===== config.mk =====
export PLATFORM = sky130hd
export DESIGN_NAME = addr1_queue_ctrl_flat
export DESIGN_NICKNAME = d
export VERILOG_FILES = /design/src/rtl/addr1_queue_ctrl_if.sv /design/src/rtl/addr1_queue_ctrl.sv /design/src/flat_wrapper.sv
export SDC_FILE = /design/constraint.sdc
export NUM_CORES = 1
export LEC_CHECK = 0
export CORE_ASPECT_RATIO = 0.75
export CORE_MARGIN = 2
export CORE_UTILIZATION = 45
export CTS_CLUSTER_DIAMETER = 50
export CTS_CLUSTER_SIZE = 20
export DETAILED_ROUTE_END_ITERATION = 10
export PLACE_DENSITY = 0.76
export SETUP_SLACK_MARGIN = 0.1
export SYNTH_ARGS = -nofsm -noshare
export SYNTH_HDL_FRONTEND = slang
export SYNTH_SLANG_ARGS = --single-unit

===== constraint.sdc =====
create_clock -name clock -period 4.42 [get_ports clock]
set_input_delay 1.105 -clock clock [delete_from_list [all_inputs] [get_ports clock]]
set_output_delay 1.105 -clock clock [all_outputs]
set_load 0.03 [all_outputs]

===== src/rtl/addr1_queue_ctrl_if.sv =====
// ---------------------------------------------------------------------------
// addr1_queue_ctrl_if
// Bundles every non-clock signal of addr1_queue_ctrl: the decoupled enq/deq
// handshake, flush, occupancy count and the W0/R0 ports of the 1R1W SRAM
// macro owned by the controller.
//   slave  : the queue controller (accepts enq, produces deq, drives macro)
//   master : producer/consumer plus the macro read-data return
// ---------------------------------------------------------------------------
interface addr1_queue_ctrl_if #(
    parameter int WIDTH = 17,
    parameter int AW    = 3
);
    logic             io_flush;
    logic             io_enq_valid;
    logic             io_enq_ready;
    logic [WIDTH-1:0] io_enq_bits;
    logic             io_deq_valid;
    logic             io_deq_ready;
    logic [WIDTH-1:0] io_deq_bits;
    logic [AW+1:0]    io_count;
    logic [AW-1:0]    W0_addr;
    logic             W0_en;
    logic [WIDTH-1:0] W0_data;
    logic [AW-1:0]    R0_addr;
    logic             R0_en;
    logic [WIDTH-1:0] R0_data;

    modport slave (
        input  io_flush, io_enq_valid, io_enq_bits, io_deq_ready, R0_data,
        output io_enq_ready, io_deq_valid, io_deq_bits, io_count,
               W0_addr, W0_en, W0_data, R0_addr, R0_en
    );

    modport master (
        output io_flush, io_enq_valid, io_enq_bits, io_deq_ready, R0_data,
        input  io_enq_ready, io_deq_valid, io_deq_bits, io_count,
               W0_addr, W0_en, W0_data, R0_addr, R0_en
    );
endinterface


===== src/rtl/addr1_queue_ctrl.sv =====
// ---------------------------------------------------------------------------
// addr1_queue_ctrl
// Ready/valid FIFO controller around a DEPTH x WIDTH 1R1W sync-read SRAM.
// The macro returns read data one cycle after R0_en, so a 2-entry output
// buffer (head/tail) hides that latency and deq sustains one word per cycle.
// Total capacity is DEPTH+2 words.
// Ports:
//   clock   - sole clock (also clocks the macro externally)
//   reset_n - asynchronous active-low reset
//   bus     - slave side of addr1_queue_ctrl_if: enq/deq handshake, flush,
//             io_count, W0_* / R0_* macro ports, R0_data return
// ---------------------------------------------------------------------------
module addr1_queue_ctrl #(
    parameter int DEPTH = 8,
    parameter int WIDTH = 17,
    parameter int AW    = 3
) (
    input  logic               clock,
    input  logic               reset_n,
    addr1_queue_ctrl_if.slave  bus
);

    localparam logic [AW:0] RAM_FULL = (AW+1)'(DEPTH);

    logic [AW-1:0]    wr_ptr_q, wr_ptr_d;
    logic [AW-1:0]    rd_ptr_q, rd_ptr_d;
    logic [AW:0]      ram_cnt_q, ram_cnt_d;
    logic             inflight_q, inflight_d;
    logic [1:0]       buf_cnt_q, buf_cnt_d;
    logic [WIDTH-1:0] head_q, head_d;
    logic [WIDTH-1:0] tail_q, tail_d;

    logic             enq_ready_s;
    logic             enq_fire_s;
    logic             deq_fire_s;
    logic             issue_s;
    logic [1:0]       occ_after_s;
    logic [1:0]       buf_cnt_pop_s;
    logic [AW+1:0]    count_s;

    // Handshake decode and read-issue decision.
    always_comb begin
        enq_ready_s = (ram_cnt_q != RAM_FULL) && !bus.io_flush;
        enq_fire_s  = bus.io_enq_valid && enq_ready_s;
        deq_fire_s  = (buf_cnt_q != 2'd0) && bus.io_deq_ready && !bus.io_flush;
        // buf_cnt + inflight never exceeds 2, and deq_fire implies buf_cnt>0,
        // so this 2-bit sum cannot wrap.
        occ_after_s = buf_cnt_q + {1'b0, inflight_q} - {1'b0, deq_fire_s};
        issue_s     = (ram_cnt_q != {(AW+1){1'b0}}) && !bus.io_flush
                      && (occ_after_s < 2'd2);
        count_s     = {1'b0, ram_cnt_q} + {{(AW+1){1'b0}}, inflight_q}
                      + {{AW{1'b0}}, buf_cnt_q};
    end

    // Next-state for pointers, SRAM count, read tracking and output buffer.
    always_comb begin
        wr_ptr_d      = wr_ptr_q;
        rd_ptr_d      = rd_ptr_q;
        ram_cnt_d     = ram_cnt_q;
        inflight_d    = issue_s;
        head_d        = head_q;
        tail_d        = tail_q;
        buf_cnt_pop_s = buf_cnt_q;
        buf_cnt_d     = buf_cnt_q;

        if (enq_fire_s) begin
            wr_ptr_d = wr_ptr_q + {{(AW-1){1'b0}}, 1'b1};
        end else begin
            wr_ptr_d = wr_ptr_q;
        end

        if (issue_s) begin
            rd_ptr_d = rd_ptr_q + {{(AW-1){1'b0}}, 1'b1};
        end else begin
            rd_ptr_d = rd_ptr_q;
        end

        case ({enq_fire_s, issue_s})
            2'b10:   ram_cnt_d = ram_cnt_q + {{AW{1'b0}}, 1'b1};
            2'b01:   ram_cnt_d = ram_cnt_q - {{AW{1'b0}}, 1'b1};
            default: ram_cnt_d = ram_cnt_q;
        endcase

        // Pop first so the returning word lands in the slot the pop leaves.
        if (deq_fire_s) begin
            head_d        = tail_q;
            buf_cnt_pop_s = buf_cnt_q - 2'd1;
        end else begin
            buf_cnt_pop_s = buf_cnt_q;
        end

        if (inflight_q) begin
            if (buf_cnt_pop_s == 2'd0) begin
                head_d = bus.R0_data;
            end else begin
                tail_d = bus.R0_data;
            end
            buf_cnt_d = buf_cnt_pop_s + 2'd1;
        end else begin
            buf_cnt_d = buf_cnt_pop_s;
        end

        // Flush drops everything, including a read return arriving now.
        if (bus.io_flush) begin
            wr_ptr_d   = {AW{1'b0}};
            rd_ptr_d   = {AW{1'b0}};
            ram_cnt_d  = {(AW+1){1'b0}};
            inflight_d = 1'b0;
            buf_cnt_d  = 2'd0;
        end else begin
            buf_cnt_d  = buf_cnt_d;
        end
    end

    // State registers with asynchronous clear.
    always_ff @(posedge clock or negedge reset_n) begin
        if (!reset_n) begin
            wr_ptr_q   <= {AW{1'b0}};
            rd_ptr_q   <= {AW{1'b0}};
            ram_cnt_q  <= {(AW+1){1'b0}};
            inflight_q <= 1'b0;
            buf_cnt_q  <= 2'd0;
            head_q     <= {WIDTH{1'b0}};
            tail_q     <= {WIDTH{1'b0}};
        end else begin
            wr_ptr_q   <= wr_ptr_d;
            rd_ptr_q   <= rd_ptr_d;
            ram_cnt_q  <= ram_cnt_d;
            inflight_q <= inflight_d;
            buf_cnt_q  <= buf_cnt_d;
            head_q     <= head_d;
            tail_q     <= tail_d;
        end
    end

    // Macro strobes are gated by reset_n so they drop without a clock edge.
    always_comb begin
        bus.io_enq_ready = enq_ready_s;
        bus.io_deq_valid = (buf_cnt_q != 2'd0);
        bus.io_deq_bits  = head_q;
        bus.io_count     = count_s;
        bus.W0_en        = enq_fire_s && reset_n;
        bus.W0_addr      = wr_ptr_q;
        bus.W0_data      = bus.io_enq_bits;
        bus.R0_en        = issue_s && reset_n;
        bus.R0_addr      = rd_ptr_q;
    end

endmodule

===== src/flat_wrapper.sv =====
// flat-port wrapper written by rule: the top's interface ports become plain ports
module addr1_queue_ctrl_flat 
#(
    parameter int DEPTH = 8,
    parameter int WIDTH = 17,
    parameter int AW    = 3
)
  (clock, reset_n, bus_io_flush, bus_io_enq_valid, bus_io_enq_bits, bus_io_deq_ready, bus_R0_data, bus_io_enq_ready, bus_io_deq_valid, bus_io_deq_bits, bus_io_count, bus_W0_addr, bus_W0_en, bus_W0_data, bus_R0_addr, bus_R0_en);
  addr1_queue_ctrl_if #(.WIDTH(WIDTH), .AW(AW)) bus_i ();
  input  logic clock;
  input  logic reset_n;
  input wire logic [$bits(bus_i.io_flush)-1:0] bus_io_flush;
  input wire logic [$bits(bus_i.io_enq_valid)-1:0] bus_io_enq_valid;
  input wire logic [$bits(bus_i.io_enq_bits)-1:0] bus_io_enq_bits;
  input wire logic [$bits(bus_i.io_deq_ready)-1:0] bus_io_deq_ready;
  input wire logic [$bits(bus_i.R0_data)-1:0] bus_R0_data;
  output wire logic [$bits(bus_i.io_enq_ready)-1:0] bus_io_enq_ready;
  output wire logic [$bits(bus_i.io_deq_valid)-1:0] bus_io_deq_valid;
  output wire logic [$bits(bus_i.io_deq_bits)-1:0] bus_io_deq_bits;
  output wire logic [$bits(bus_i.io_count)-1:0] bus_io_count;
  output wire logic [$bits(bus_i.W0_addr)-1:0] bus_W0_addr;
  output wire logic [$bits(bus_i.W0_en)-1:0] bus_W0_en;
  output wire logic [$bits(bus_i.W0_data)-1:0] bus_W0_data;
  output wire logic [$bits(bus_i.R0_addr)-1:0] bus_R0_addr;
  output wire logic [$bits(bus_i.R0_en)-1:0] bus_R0_en;
  assign bus_i.io_flush = bus_io_flush;
  assign bus_i.io_enq_valid = bus_io_enq_valid;
  assign bus_i.io_enq_bits = bus_io_enq_bits;
  assign bus_i.io_deq_ready = bus_io_deq_ready;
  assign bus_i.R0_data = bus_R0_data;
  assign bus_io_enq_ready = bus_i.io_enq_ready;
  assign bus_io_deq_valid = bus_i.io_deq_valid;
  assign bus_io_deq_bits = bus_i.io_deq_bits;
  assign bus_io_count = bus_i.io_count;
  assign bus_W0_addr = bus_i.W0_addr;
  assign bus_W0_en = bus_i.W0_en;
  assign bus_W0_data = bus_i.W0_data;
  assign bus_R0_addr = bus_i.R0_addr;
  assign bus_R0_en = bus_i.R0_en;
  addr1_queue_ctrl #(.DEPTH(DEPTH), .WIDTH(WIDTH), .AW(AW)) u_core (.clock(clock), .reset_n(reset_n), .bus(bus_i));
endmodule

* After elaboration in Yosys (flattened, before gate mapping) *
Index checks and enable logic that the tools add are counted.

operators by class
  reductions and logical operators = 16
  $lt $le $gt $ge = 1
  add/subtract/negate cells = 10
  multiplexer cells = 13
  eq/ne operators = 3
  bitwise gates (word level) = 1

operators with widths
  kind                                                  count
  two-way mux 17 bit                                    3
  two-way mux 3 bit                                     4
  logical AND 1 bit                                     8
  case mux 4 bit (2 select lines)                       1
  adder 3 x 1 -> 3 bit (second input constant)          2
  two-way mux 2 bit                                     3
  nonzero test 2 bit                                    3
  adder 4 x 1 -> 5 bit                                  1
  adder 5 x 2 -> 5 bit                                  1
  adder 4 x 1 -> 4 bit (second input constant)          1
  two-way mux 4 bit                                     1
  inequality test 4 bit (second input constant)         1
  nonzero test 4 bit                                    1
  subtractor 4 x 1 -> 4 bit (second input constant)     1
  nonzero test 3 bit                                    1
  adder 2 x 1 -> 2 bit                                  1
  adder 2 x 1 -> 2 bit (second input constant)          1
  equality test 2 x 1 -> 1 bit (second input constant)  1
  equality test 2 bit (second input constant)           1
  zero test 2 bit                                       1
  < comparator 2 bit (second input constant)            1
  AND reduction 2 bit                                   1
  subtractor 2 x 1 -> 2 bit                             1
  subtractor 2 x 1 -> 2 bit (second input constant)     1
  other kinds (3)                                       3

storage, ports and cells
  word-level logic and storage cells = 51
  input port bits = 39
  output and inout port bits = 49
  flip-flop bits (word level) = 47

* Longest topological paths before layout *
Gate-level depths: netlist of the first run.

  depth after elaboration = 9
  mapped depth = 15
  mapped depth without buffers = 14

* Worst setup path before layout of the first run *
No wires, ideal clock.

  kind = input port to output port
  start point = input port bus_io_flush
  end point = output port bus_R0_en
  slack = 0.482 ns
  buffers on the path = 2
  arrival = 2.833 ns
  cell stages on the path = 7
  required time = 3.315 ns
  cell sequence = buf_2 > nor3b_1 > buf_2 > ha_1 > nor2b_1 > xnor2_2 > and3_2

between the ends
  word-level cells in the longest chain between the ends = 6
  elaborated cells on any way between the ends = 7
  those cells by class = add/sub: 1; order compare: 1; reduce/logical: 5

RTL lines
  element                    line                                            source
  from (decl)                flat_wrapper.sv:12                              input wire logic [$bits(bus_i.io_flush)-1:0] bus_io_flush;
  zero test 1 bit *          addr1_queue_ctrl.sv:45, addr1_queue_ctrl.sv:49
  logical AND 1 bit          addr1_queue_ctrl.sv:45                          deq_fire_s = (buf_cnt_q != 2'd0) && bus.io_deq_ready && !bus.io_flush;
  subtractor 2 x 1 -> 2 bit  addr1_queue_ctrl.sv:48                          occ_after_s = buf_cnt_q + {1'b0, inflight_q} - {1'b0, deq_fire_s};
  < comparator 2 bit         addr1_queue_ctrl.sv:50                          && (occ_after_s < 2'd2);
  logical AND 1 bit *        addr1_queue_ctrl.sv:50
  logical AND 1 bit *        addr1_queue_ctrl.sv:145                         bus.R0_en = issue_s && reset_n;
  to (decl)                  flat_wrapper.sv:25                              output wire logic [$bits(bus_i.R0_en)-1:0] bus_R0_en;

Every way passes the cells marked *; elsewhere a longest branch is shown, timed or not.

* Final worst setup path of the first run *
Ends and elaborated chain as after synthesis.

==> results.sh, run 1 <==
export IMPL_status="finished, final reports clean"
export IMPL_cts_tree="done"
export IMPL_grt_overflow=0
export IMPL_p_leak_nw=1.30
export IMPL_drv_cap=0
export IMPL_fp_dieH_um=68.4
export IMPL_drive_above_1_share_pct=15.8
export IMPL_crit_arrival_ns=2.92
export IMPL_total_power_w=0.00222
export IMPL_fmax_mhz=248
export IMPL_critPathLaunchType="input port"
export IMPL_required_ns=3.31
export IMPL_area_delta_synth_final_pct=23.8
export IMPL_grt_usage_pct=15.9
export IMPL_finClkSkew_ns=0.00777
export IMPL_path_cells="clkdlybuf4s50_1 -> nor3b_2 -> ha_1 -> xor2_2 -> xnor2_2 -> and3_2 -> buf_4"
export IMPL_diodes=0
export IMPL_hp_class="reg2reg"
export IMPL_grt_setup_unrepaired="false"
export IMPL_grt_max_degree=49
export IMPL_p_per_area_mw_per_mm2=722
export IMPL_finalNetCount=319
export IMPL_setup_viol=0
export IMPL_final_cell_mix="clkdlybuf4s50_1, dfrtp_1, nand2_1"
export IMPL_start_util_pct=46.5
export IMPL_syn_inst=233
export IMPL_seqCellArea_sq_mm=0.00118
export IMPL_setup_tns_ns=0
export IMPL_cp_slowest_cell="clkdlybuf4s50_1"
export IMPL_synth_edff_count=0
export IMPL_vias=1703
export IMPL_clk_latency_ns=0.29
export IMPL_crit_fanout=8
export IMPL_core_area_sq_mm=0.00535
export IMPL_antenna_found_initial=0
export IMPL_ant_nets=0
export IMPL_fp_dieW_um=89.9
export IMPL_cts_hold_buf=0
export IMPL_gp_congestion=0.755
export IMPL_slew_violations=0
export IMPL_dp_hpwl_um=3320
export IMPL_io_buffers=53
export IMPL_cts_sinks=47
export IMPL_rows=23
export IMPL_path_buf_inv=2
export IMPL_endpoint_kind="primary output"
export IMPL_clk_pin_slew_ns=0.09
export IMPL_synth_warnings=0
export IMPL_ys_seq_area_share_pct=47.3
export IMPL_pin_count=88
export IMPL_relSlewSlack_pct=60.7
export IMPL_grt_first_pass_wirelength_um=7690
export IMPL_wl_per_cell_um=13.4
export IMPL_numCtsBuffers=5
export IMPL_syn_area_sq_mm=0.00249
export IMPL_period_share_pct=91.1
export IMPL_drt_wl_total_um=4650
export IMPL_utilization_pct=57.6
export IMPL_first_pass_iters=4
export IMPL_critPathMaxStageDelay_ns=0.57
export IMPL_final_hold_viol_count=0
export IMPL_yosys_cell_types_count=38
export IMPL_crit_family="buffers and inverters"
export IMPL_async_flop_share_pct=100
export IMPL_htree_num_levels=2
export IMPL_synth_top_flop_cell="dfrtp_1"
export IMPL_worstSetupPathType="in2out"
export IMPL_synthesis_nets=281
export IMPL_post_route_min_period_ns=4.03
export IMPL_cts_repair_resize_count=0
export IMPL_syn_avg_cell_area_sq_um=10.7
export IMPL_final_common_cell="clkdlybuf4s50_1"
export IMPL_cts_buffer_depth=2
export IMPL_ys_seq_elements=47
export IMPL_peakVddDrop_mv=0.316
export IMPL_drcViolationCount=0
export IMPL_multi_input_area_sq_mm=0.00110
export IMPL_cts_root_buf="clkbuf_8"
export IMPL_worst_pin_slew_ns=0.589
export IMPL_drtIter0Drc=98
export IMPL_fillCellCount=475
export IMPL_die_area_sq_mm=0.00615
export IMPL_vias_per_cell=4.91
export IMPL_post_cts_buffers=0
export IMPL_grt_pass1_vias=1638
area by class of cell:
cell class | instances | area share (%)
clock inverter | 1 | 0.244
inverter | 9 | 1.10
timing repair buffer | 59 | 18.4
sequential | 47 | 38.2
multi-input combinational | 149 | 35.9
clock buffer | 7 | 3.13
tap | 75 | 3.05
per-layer routing:
| metal | wire length (um) | GRT usage (%) | part of all wire (%) | vias to the layer above |
|---|---|---|---|---|
| met3 | 153 | 3.63 | 3.3 | 4 |
| met4 | 39 | 5.19 | 0.84 | 0 |
| met2 | 2090 | 26.4 | 45 | 32 |
| met5 | 0 | 0 | 0 | - |
| li1 | - | - | - | 847 |
| met1 | 2370 | 21.2 | 51 | 820 |
path summary, 6_finish.rpt:
check	to	start	slack (ns)	cells past startpoint
worst max-delay path	bus_R0_en	bus_io_flush	0.39	7
worst min-delay path	u_core.tail_q[0]$_DFFE_PN0P_	u_core.tail_q[0]$_DFFE_PN0P_	0.51	1
worst max register to register	u_core.ram_cnt_q[2]$_DFFE_PN0P_	u_core.buf_cnt_q[1]$_DFF_PN0_	1.47	14
worst min register to register	u_core.tail_q[0]$_DFFE_PN0P_	u_core.tail_q[0]$_DFFE_PN0P_	0.51	1
max in group asynchronous	u_core.tail_q[15]$_DFFE_PN0P_	reset_n	3.10	2
min in group asynchronous	u_core.bus.R0_addr[1]$_DFFE_PN0P_	reset_n	0.90	2
Yosys cell counts, drive strengths merged (6+ instances only):
library cell / instances / area share (%)
a21oi: 6 / 1.2
buf: 22 / 6.2
clkbuf: 6 / 0.96
dfrtp: 47 / 47
ha: 7 / 3.5
inv: 9 / 1.4
mux2: 18 / 8.3
mux2i: 18 / 7.2
nand2: 30 / 4.6
nor2: 9 / 1.4
o21ai: 21 / 4.2
xnor2: 6 / 2.4
cell families after synthesis:
logic type                 Yosys count  share of synthesized area, %
DFF                                 47                          47.3
muxes                               36                          15.5
buffers and inverters               37                          8.55
adders and majority gates            9                          5.13
and+or+nand+nor                     60                          11.4
xor gates and xnor gates            11                          4.47
AOI/OAI and AO/OA                   33                          7.64
metrics by stage:
stage / cell area, sq um / std cells / setup WS, ns / hold WS (ns)
floorplan: 2490 / 233 / 0.482 / 0.480
global placement: 2980 / 339 / 0.403 / 0.490
detailed placement: 2980 / 339 / 0.391 / 0.497
CTS: 3080 / 347 / 0.384 / 0.517
global route: 3080 / 347 / 0.278 / 0.526
finish: 3080 / 347 / 0.392 / 0.510
power breakdown:
| part | internal (W) | switching [W] |
|---|---|---|
| Clock | 0.000142 | 0.000138 |
| Combinational | 0.000547 | 0.000639 |
| Sequential | 0.000623 | 0.000135 |
| Total | 0.00131 | 0.000912 |
flip-flops by register name, summed over array words and instances (netlist names):
name / cells
u_core.bus.io_deq_bits: 17
u_core.tail_q: 17
u_core.ram_cnt_q: 4
u_core.bus.R0_addr: 3
u_core.bus.W0_addr: 3
u_core.buf_cnt_q: 2
u_core.inflight_q: 1
No activity file was read; power rests on OpenSTA's default activity.
==> inputs of run 2 (changes only) <==
--- a/config.mk
+++ b/config.mk
@@ -6,7 +6,7 @@
 export NUM_CORES = 1
 export LEC_CHECK = 0
 export CORE_ASPECT_RATIO = 0.75
-export CORE_MARGIN = 2
+export CORE_MARGIN = 4
 export CORE_UTILIZATION = 45
 export CTS_CLUSTER_DIAMETER = 50
 export CTS_CLUSTER_SIZE = 20
==> run 2 against run 1 <==
Against the previous run:
- clock power rose by 29%
- fmax barely moved
- die area rose by 11%
- wire length rose by 5.4%
- critical path depth rose by 1
- clock-buffer cell count fell by 1
- largest power group unchanged
==> results.sh, run 2 (synthesized netlist as in run 1, its figures left out) <==
export IMPL_r2r_start="u_core.buf_cnt_q[1]$_DFF_PN0_"
export IMPL_endpoint_kind="primary output"
export IMPL_crit_fanout=8
export IMPL_htree_num_levels=2
export IMPL_wl_met1_um=2380
export IMPL_rows=23
export IMPL_cts_repair_resize_count=0
export IMPL_drive_above_1_share_pct=16.1
export IMPL_finalNetCount=320
export IMPL_peakVddDrop_mv=0.358
export IMPL_setup_viol=0
export IMPL_grt_setup_unrepaired="false"
export IMPL_first_pass_iters=4
export IMPL_p_leak_nw=1.32
export IMPL_critPathLaunchType="input port"
export IMPL_hp_class="reg2reg"
export IMPL_slew_violations=0
export IMPL_period_share_pct=91.2
export IMPL_drt_wl_total_um=4900
export IMPL_finClkSkew_ns=0.00366
export IMPL_fp_dieW_um=93.9
export IMPL_io_buffers=53
export IMPL_required_ns=3.31
export IMPL_multi_input_area_sq_mm=0.00111
export IMPL_setup_tns_ns=0
export IMPL_worst_pin_slew_ns=0.589
export IMPL_cts_hold_buf=0
export IMPL_place_ws_ns=0.361
export IMPL_p_per_area_mw_per_mm2=747
export IMPL_grt_overflow=0
export IMPL_drtIter0Drc=83
export IMPL_die_area_sq_mm=0.00680
export IMPL_seqCellArea_sq_mm=0.00118
export IMPL_drcViolationCount=0
export IMPL_crit_arrival_ns=2.93
export IMPL_final_common_cell="clkdlybuf4s50_1"
export IMPL_met3WireLength_um=145
export IMPL_clk_pin_slew_ns=0.08
export IMPL_grt_usage_pct=15.0
export IMPL_core_area_sq_mm=0.00535
export IMPL_gp_congestion=0.819
export IMPL_hold_slack_ns=0.514
export IMPL_vias=1743
export IMPL_grt_max_degree=48
export IMPL_fp_dieH_um=72.4
export IMPL_stdcell_area_sq_mm=0.00312
export IMPL_post_cts_buffers=0
export IMPL_dp_hpwl_um=3560
export IMPL_cts_sinks=47
export IMPL_fin_ws_ns=0.390
export IMPL_numCtsBuffers=5
export IMPL_worstSetupPathType="in2out"
export IMPL_post_dp_cell_area_sq_mm=0.00299
export IMPL_dp_cells=340
export IMPL_final_cell_mix="clkdlybuf4s50_1, dfrtp_1, nand2_1"
export IMPL_holdCritStartpoint="u_core.tail_q[4]$_DFFE_PN0P_"
export IMPL_cts_tree="done"
export IMPL_topRoutingLayerUsed="met4"
export IMPL_clk_latency_ns=0.29
export IMPL_status="finished, final reports clean"
export IMPL_final_hold_viol_count=0
export IMPL_relSlewSlack_pct=60.7
export IMPL_cts_buffer_depth=2
export IMPL_wl_met2_um=2360
export IMPL_fillCellCount=460
export IMPL_antenna_found_initial=0
export IMPL_ant_nets=0
export IMPL_cts_root_buf="clkbuf_8"
export IMPL_post_route_min_period_ns=4.03
export IMPL_fmax_mhz=248
export IMPL_grt_first_pass_wirelength_um=8180
export IMPL_drv_cap=0
export IMPL_setup_worst_path_start="bus_io_flush"
export IMPL_wl_per_cell_um=14.1
export IMPL_grt_pass1_vias=1744
export IMPL_layout_cells_non_filler=348
export IMPL_diodes=0
export IMPL_area_delta_synth_final_pct=25.3
export IMPL_start_util_pct=46.5
export IMPL_pin_count=88
export IMPL_vias_per_cell=5.01
==> run 2: changes by cell type in the layout (fill, tap and decap cells not counted), sizes merged <==
cell / change
buf: +1
bufinv: +2
clkbuf: -1
clkinvlp: -1
==> run 2: worst paths after layout <==
path | cells past startpoint | slack, ns | end
max | 8 | 0.39 | bus_R0_en
min | 1 | 0.51 | u_core.tail_q[4]$_DFFE_PN0P_
max reg2reg | 15 | 1.42 | u_core.ram_cnt_q[2]$_DFFE_PN0P_
min reg2reg | 1 | 0.51 | u_core.tail_q[4]$_DFFE_PN0P_
max in group asynchronous | 2 | 3.04 | u_core.bus.io_deq_bits[14]$_DFF_PN0_
min in group asynchronous | 2 | 0.98 | u_core.bus.R0_addr[2]$_DFFE_PN0P_
==> run 2: worst max-delay path: stages <==
cell	delay, ns
clkdlybuf4s50_1	0.46
buf_4	0.19
nor3b_2	0.19
ha_1	0.26
nor2b_1	0.21
xnor2_2	0.16
and3_2	0.20
buf_4	0.15
==> run 2: per-stage QoR <==
stage	util (%)	power (W)
final	58.3	0.00233
after global routing	58.3	0.00250
after CTS	58.3	0.00236
after detailed placement	55.8	0.00199
after global placement	55.8	0.00195
after floorplan	-	0.00159
==> run 2: metal layers <==
metal	GRT usage, %	up-vias
li1	-	850
met1	21.1	860
met2	24.5	31
met3	3.21	2
met4	2.40	0
met5	0	-
==> run 2: cell type report <==
type | instances | share of cell area, %
timing repair buffer | 60 | 18.5
inverter | 9 | 1.08
sequential | 47 | 37.7
tap | 75 | 3.01
clock inverter | 2 | 1.93
multi-input combinational | 149 | 35.5
clock buffer | 6 | 2.33
==> run 2: report_power, final <==
group	leakage (nW)	internal [W]	switching (W)
registers	0.588	0.000623	0.000133
clock network	0.0654	0.000226	0.000136
logic	0.666	0.000557	0.000654
==> variant 1: new RTL, config.mk and constraints of run 2 <==
Make the reset (`reset_n`) synchronous in one clocked block. Comments in the files are not updated.
--- a/src/rtl/addr1_queue_ctrl.sv
+++ b/src/rtl/addr1_queue_ctrl.sv
@@ -115,3 +115,3 @@
     // State registers with asynchronous clear.
-    always_ff @(posedge clock or negedge reset_n) begin
+    always_ff @(posedge clock) begin
         if (!reset_n) begin
Check against the original RTL: differs if reset_n is asserted again (counterexample within 4 cycles, from zero or initial values and one cycle with reset_n low); with reset_n held inactive, the same outputs for 10 cycles.
==> variant 1 against run 2 <==
  * Synthesized cell count is 15% higher
  * Cell area shrank 4.1%
  * Cell count up 6.9%
  * Routed wire length shrank 0.31%
  * Synthesized area down 2.3%
  * Non-clock buffer count shrank 3
  * Worst hold slack worse by 59 ps
  * Fmax decreased by 0.12%
  * Sequential cell count unchanged
  * Worst setup slack worse by 4.8 ps
Power is not compared: it rests on default switching activity, and its combinational part moved more than twofold at a synthesized area within 25%.
==> variant 1: results (changes against run 2) <==
** Outcome
- Result of the run :: finished, final reports clean (unchanged)

** Global routing
- The total routing resource utilization after global routing came to 15.1% (was 15.0%).
- The via count of the first global-routing pass is 1810 (was 1744).
- Maximum number of pins on one net before global-route repair :: 39 (was 48)
- The first-pass GRT wire length was 8230 µm (was 8180 µm).

** Synthesis
- The dominant synthesized flop cell is sky130_fd_sc_hd__dfxtp_1 (was sky130_fd_sc_hd__dfrtp_1).
- The share of synthesized registers carrying an async set or reset was 0% (was 100%).
- The net count after synthesis was 318 (was 281).
- Cell types with the largest area share after synthesis :: sky130_fd_sc_hd__dfxtp_1, sky130_fd_sc_hd__nand2_1, sky130_fd_sc_hd__mux2i_1 (was sky130_fd_sc_hd__dfrtp_1, sky130_fd_sc_hd__mux2_2, sky130_fd_sc_hd__mux2i_1)
- The fraction of the yosys area taken by sequential cells was 38.7% (was 47.3%).
- Ranking of synthesized cells by instance count: sky130_fd_sc_hd__nand2_1, sky130_fd_sc_hd__dfxtp_1, sky130_fd_sc_hd__mux2i_1, sky130_fd_sc_hd__o211a_1 (was sky130_fd_sc_hd__dfrtp_1, sky130_fd_sc_hd__nand2_1, sky130_fd_sc_hd__o21ai_0).
- The number of distinct library cell variants in the gate-level netlist after synthesis is 39 (was 38).

** Detailed routing
- The number of vias per cell was 4.94 (was 5.01).
- The total wirelength of the detailed-routed design was 4890 µm (was 4900 µm).

** Timing
- The post-route clock skew came to 6.16 ps (was 3.66 ps).
- Final period utilization :: 91.3% (was 91.2%)
- The relative slew slack was 53.0% (was 60.7%).
- Final Hold Slack :: 455 ps (was 514 ps)

** Finish
- The share of layout cells above drive strength 1 was 6.33% (was 16.1%).

** Critical path
- Setup slack on the worst flop-to-flop path :: 1340 ps (was 1420 ps)
- The peak fanout along the critical path was 7 (was 8).

** Place
- The setup slack after placement is 388 ps (was 361 ps).
- The detailed placer's ending HPWL came to 3540 µm (was 3560 µm).
- The final weighted congestion in routability-driven placement was 0.818 (was 0.819).

** Clocking
- The buffer type at the clock tree root is sky130_fd_sc_hd__clkbuf_8 (unchanged).
-- variant 1: changes by cell type in the layout (fill, tap and decap cells not counted), sizes merged, moves of 2 or more --
| cell | before | now |
|---|---|---|
| nand2 | 30 | 58 |
| ha | 7 | 9 |
| nor3 | 3 | 1 |
| a21boi | 0 | 17 |
| o21ai | 21 | 4 |
| buf | 9 | 5 |
| mux2 | 18 | 1 |
| a21oi | 6 | 3 |
| o211a | 0 | 18 |
| nand3 | 5 | 2 |
| o21a | 2 | 0 |
| dfrtp | 47 | 0 |
| nor2 | 9 | 15 |
| dfxtp | 0 | 47 |
-- variant 1: final timing paths --
check	end	start	cells after the start
max reg2reg	u_core.ram_cnt_q[2]	u_core.buf_cnt_q[1]	14
min reg2reg	u_core.tail_q[13]	u_core.tail_q[13]	2
max	bus_R0_en	bus_io_flush	7
min	u_core.tail_q[13]	u_core.tail_q[13]	2
-- variant 1: layout make-up --
type | instances | area, µm²
multi-input cells | 179 | 1260
flip-flops and latches | 47 | 941
fillers | 477 | 2070
clock inverters | 1 | 30.0
inverters | 10 | 37.5
repair buffers | 57 | 558
well taps | 72 | 90.1
clock buffers | 6 | 72.6
-- variant 1: metal layers --
metal	part of all wire [%]	up-vias	routed length (µm)	GRT usage, %
li1	-	949	-	-
met1	50	839	2460	21.6
met2	43	43	2110	22.4
met3	5.6	7	275	4.09
met4	0.90	0	44	4.23
met5	0	-	0	0
-- variant 1: stage by stage --
step	util (%)	instance area (µm²)	cells
finish	59.1	2990	372
global route	59.1	2990	372
CTS	59.1	2990	372
detailed placement	57.0	2890	365
global placement	57.0	2890	365
floorplan	-	2430	267
-- variant 1: worst max-delay path, stage by stage --
cell,delay (ps)
sky130_fd_sc_hd__clkdlybuf4s50_1,630
sky130_fd_sc_hd__nor3b_4,80
sky130_fd_sc_hd__ha_1,190
sky130_fd_sc_hd__xor2_1,170
sky130_fd_sc_hd__xnor2_1,370
sky130_fd_sc_hd__and3_1,220
sky130_fd_sc_hd__buf_4,160
-- variant 1: kinds of logic after synthesis --
family | share of synthesized area (%)
AOI/OAI and AO/OA | 15.3
xor gates and xnor gates | 3.91
adders and majority gates | 7.10
buffers and inverters | 9.67
DFF | 38.7
muxes | 8.02
and+or+nand+nor | 17.3
-- variant 1: power breakdown --
| part | internal [mW] | leakage, nW | switching [mW] | total, mW |
|---|---|---|---|---|
| sequential | 0.429 | 0.379 | 0.00503 | 0.435 |
| combinational | 0.0483 | 0.892 | 0.0497 | 0.0980 |
| clock | 0.166 | 0.0513 | 0.132 | 0.298 |
| total | 0.644 | 1.32 | 0.187 | 0.830 |
==> variant 2: new RTL, flow settings as in run 2 <==
Without the edit above. `WIDTH` is set to 17 in 3 places; all go to 19.
--- a/src/rtl/addr1_queue_ctrl_if.sv
+++ b/src/rtl/addr1_queue_ctrl_if.sv
@@ -9,3 +9,3 @@
 interface addr1_queue_ctrl_if #(
-    parameter int WIDTH = 17,
+    parameter int WIDTH = 19,
     parameter int AW    = 3
--- a/src/rtl/addr1_queue_ctrl.sv
+++ b/src/rtl/addr1_queue_ctrl.sv
@@ -14,3 +14,3 @@
     parameter int DEPTH = 8,
-    parameter int WIDTH = 17,
+    parameter int WIDTH = 19,
     parameter int AW    = 3
--- a/src/flat_wrapper.sv
+++ b/src/flat_wrapper.sv
@@ -4,3 +4,3 @@
     parameter int DEPTH = 8,
-    parameter int WIDTH = 17,
+    parameter int WIDTH = 19,
     parameter int AW    = 3
Ports: changed (resized bus_R0_data, bus_W0_data, bus_io_deq_bits and bus_io_enq_bits); port bits go from 88 to 96. No check against the original RTL was run, so the function may have changed too.
==> variant 2 against run 2 <==
  * Largest power group unchanged
  * Cell count increased by 4.6%
  * Sequential cell count increased by 4
  * Worst setup slack better by 32 ps
  * Worst hold slack improved by 1.7 ps
  * Routed wire length rose by 8.9%
  * Synthesized cell count grew 6.0%
  * Clock skew grew 8.7 ps
  * Synthesized area rose by 7.0%
  * Cell area up 4.9%
  * Power grew 1.1%
==> variant 2: results (changes against run 2) <==
** Outcome
- Result of the run :: finished, final reports clean (unchanged)

** Global routing
- The via count of the first global-routing pass is 1815 (was 1744).
- The total routing resource utilization after global routing was 15.5% (was 15.0%).
- Global-route wire length before repair :: 8940 µm (was 8180 µm)
- Maximum number of pins on one net before global-route repair :: 39 (was 48)

** Synthesis
- Ranking of synthesized cells by instance count: sky130_fd_sc_hd__dfrtp_1, sky130_fd_sc_hd__nand2_1, sky130_fd_sc_hd__o21ai_0 (unchanged).
- The fraction of the yosys area taken by sequential cells was 47.9% (was 47.3%).
- The fraction of post-synthesis cell area in the top cell type by area came to 47.9% (was 47.3%).
- Cell types with the largest area share after synthesis :: sky130_fd_sc_hd__dfrtp_1, sky130_fd_sc_hd__mux2_2, sky130_fd_sc_hd__mux2i_1 (unchanged)

** Place
- Routability congestion estimate :: 0.735 (was 0.819)
- Buffers on Ports :: 57 (was 53)
- The detailed placer's ending HPWL is 3960 µm (was 3560 µm).
- Instance area after placement :: 3180 µm² (was 2990 µm²)

** Timing
- The relative slew slack is 74.4% (was 60.7%).
- The post-route clock skew is 12.4 ps (was 3.66 ps).

** Detailed routing
- The DRC violation total after the first TritonRoute iteration came to 39 (was 83).
- Routed length on met1 :: 2540 µm (was 2380 µm)
- Wire length on met2 :: 2460 µm (was 2360 µm)
- Total Routed Length :: 5340 µm (was 4900 µm)

** Finish
- Net count reported at finish :: 340 (was 320)
- # fillers :: 507 (was 460)
- The share of layout cells above drive strength 1 came to 16.6% (was 16.1%).

** Clocking
- CTS root buf :: sky130_fd_sc_hd__clkbuf_8 (unchanged)
- Post_cts resized :: 0 (unchanged)
- Clock slew at the register clock pins of the worst setup and hold paths :: 100 ps (was 80 ps)

** Critical path
- Peak per-stage delay on the critical path :: 480 ps (was 460 ps)

** Power and ir drop
- The leakage power summed over all cells is 1.38 nW (was 1.32 nW).
variant 2: path summary, 6_finish.rpt:
check,from,end,slack [ps],cells past startpoint
min in group asynchronous,reset_n,u_core.bus.io_deq_bits[14],660,1
hold reg to reg,u_core.tail_q[17],u_core.tail_q[17],520,1
setup reg to reg,u_core.buf_cnt_q[1],u_core.ram_cnt_q[2],1440,14
setup / recovery,bus_io_flush,bus_R0_en,420,7
hold / removal,u_core.tail_q[17],u_core.tail_q[17],520,1
max in group asynchronous,reset_n,u_core.bus.io_deq_bits[3],3150,2
variant 2: per-layer routing:
layer	vias up	track usage, %
met1	893	21.5
met3	5	4.63
met5	-	0
met2	45	24.6
li1	899	-
met4	0	3.27
variant 2: layout make-up:
type,instances,area share [%]
flip-flops and latches,51,39.0
multi-input cells,157,35.7
repair buffers,64,18.7
well taps,75,2.87
clock buffers,5,2.10
inverters,9,1.03
clock inverters,3,0.574
variant 2: kinds of logic after synthesis:
kind of cell | count (synthesis) | share of synthesized area (%)
compound gates | 35 | 7.52
xor+xnor | 11 | 4.18
fa+ha+maj | 9 | 4.79
buf+inv | 39 | 8.55
flops | 51 | 47.9
mux | 40 | 16.1
simple gates | 62 | 10.9
variant 2: metrics by stage:
step | instances | util [%]
after floorplan | 247 | -
after global placement | 356 | 57.6
after detailed placement | 356 | 57.6
after CTS | 364 | 59.2
after global routing | 364 | 59.2
final | 364 | 59.2
variant 2: where the power goes:
part	internal, mW	total [mW]	switching, mW
Combinational	0.583	1.27	0.683
Sequential	0.678	0.823	0.145
Clock	0.112	0.265	0.154
variant 2: worst max-delay path, delay by kind of cell:
kind	cells	cell delay, ps
and+or+nand+nor	2	460
adders and majority gates	1	230
buffers and inverters	2	630
xor gates and xnor gates	2	460
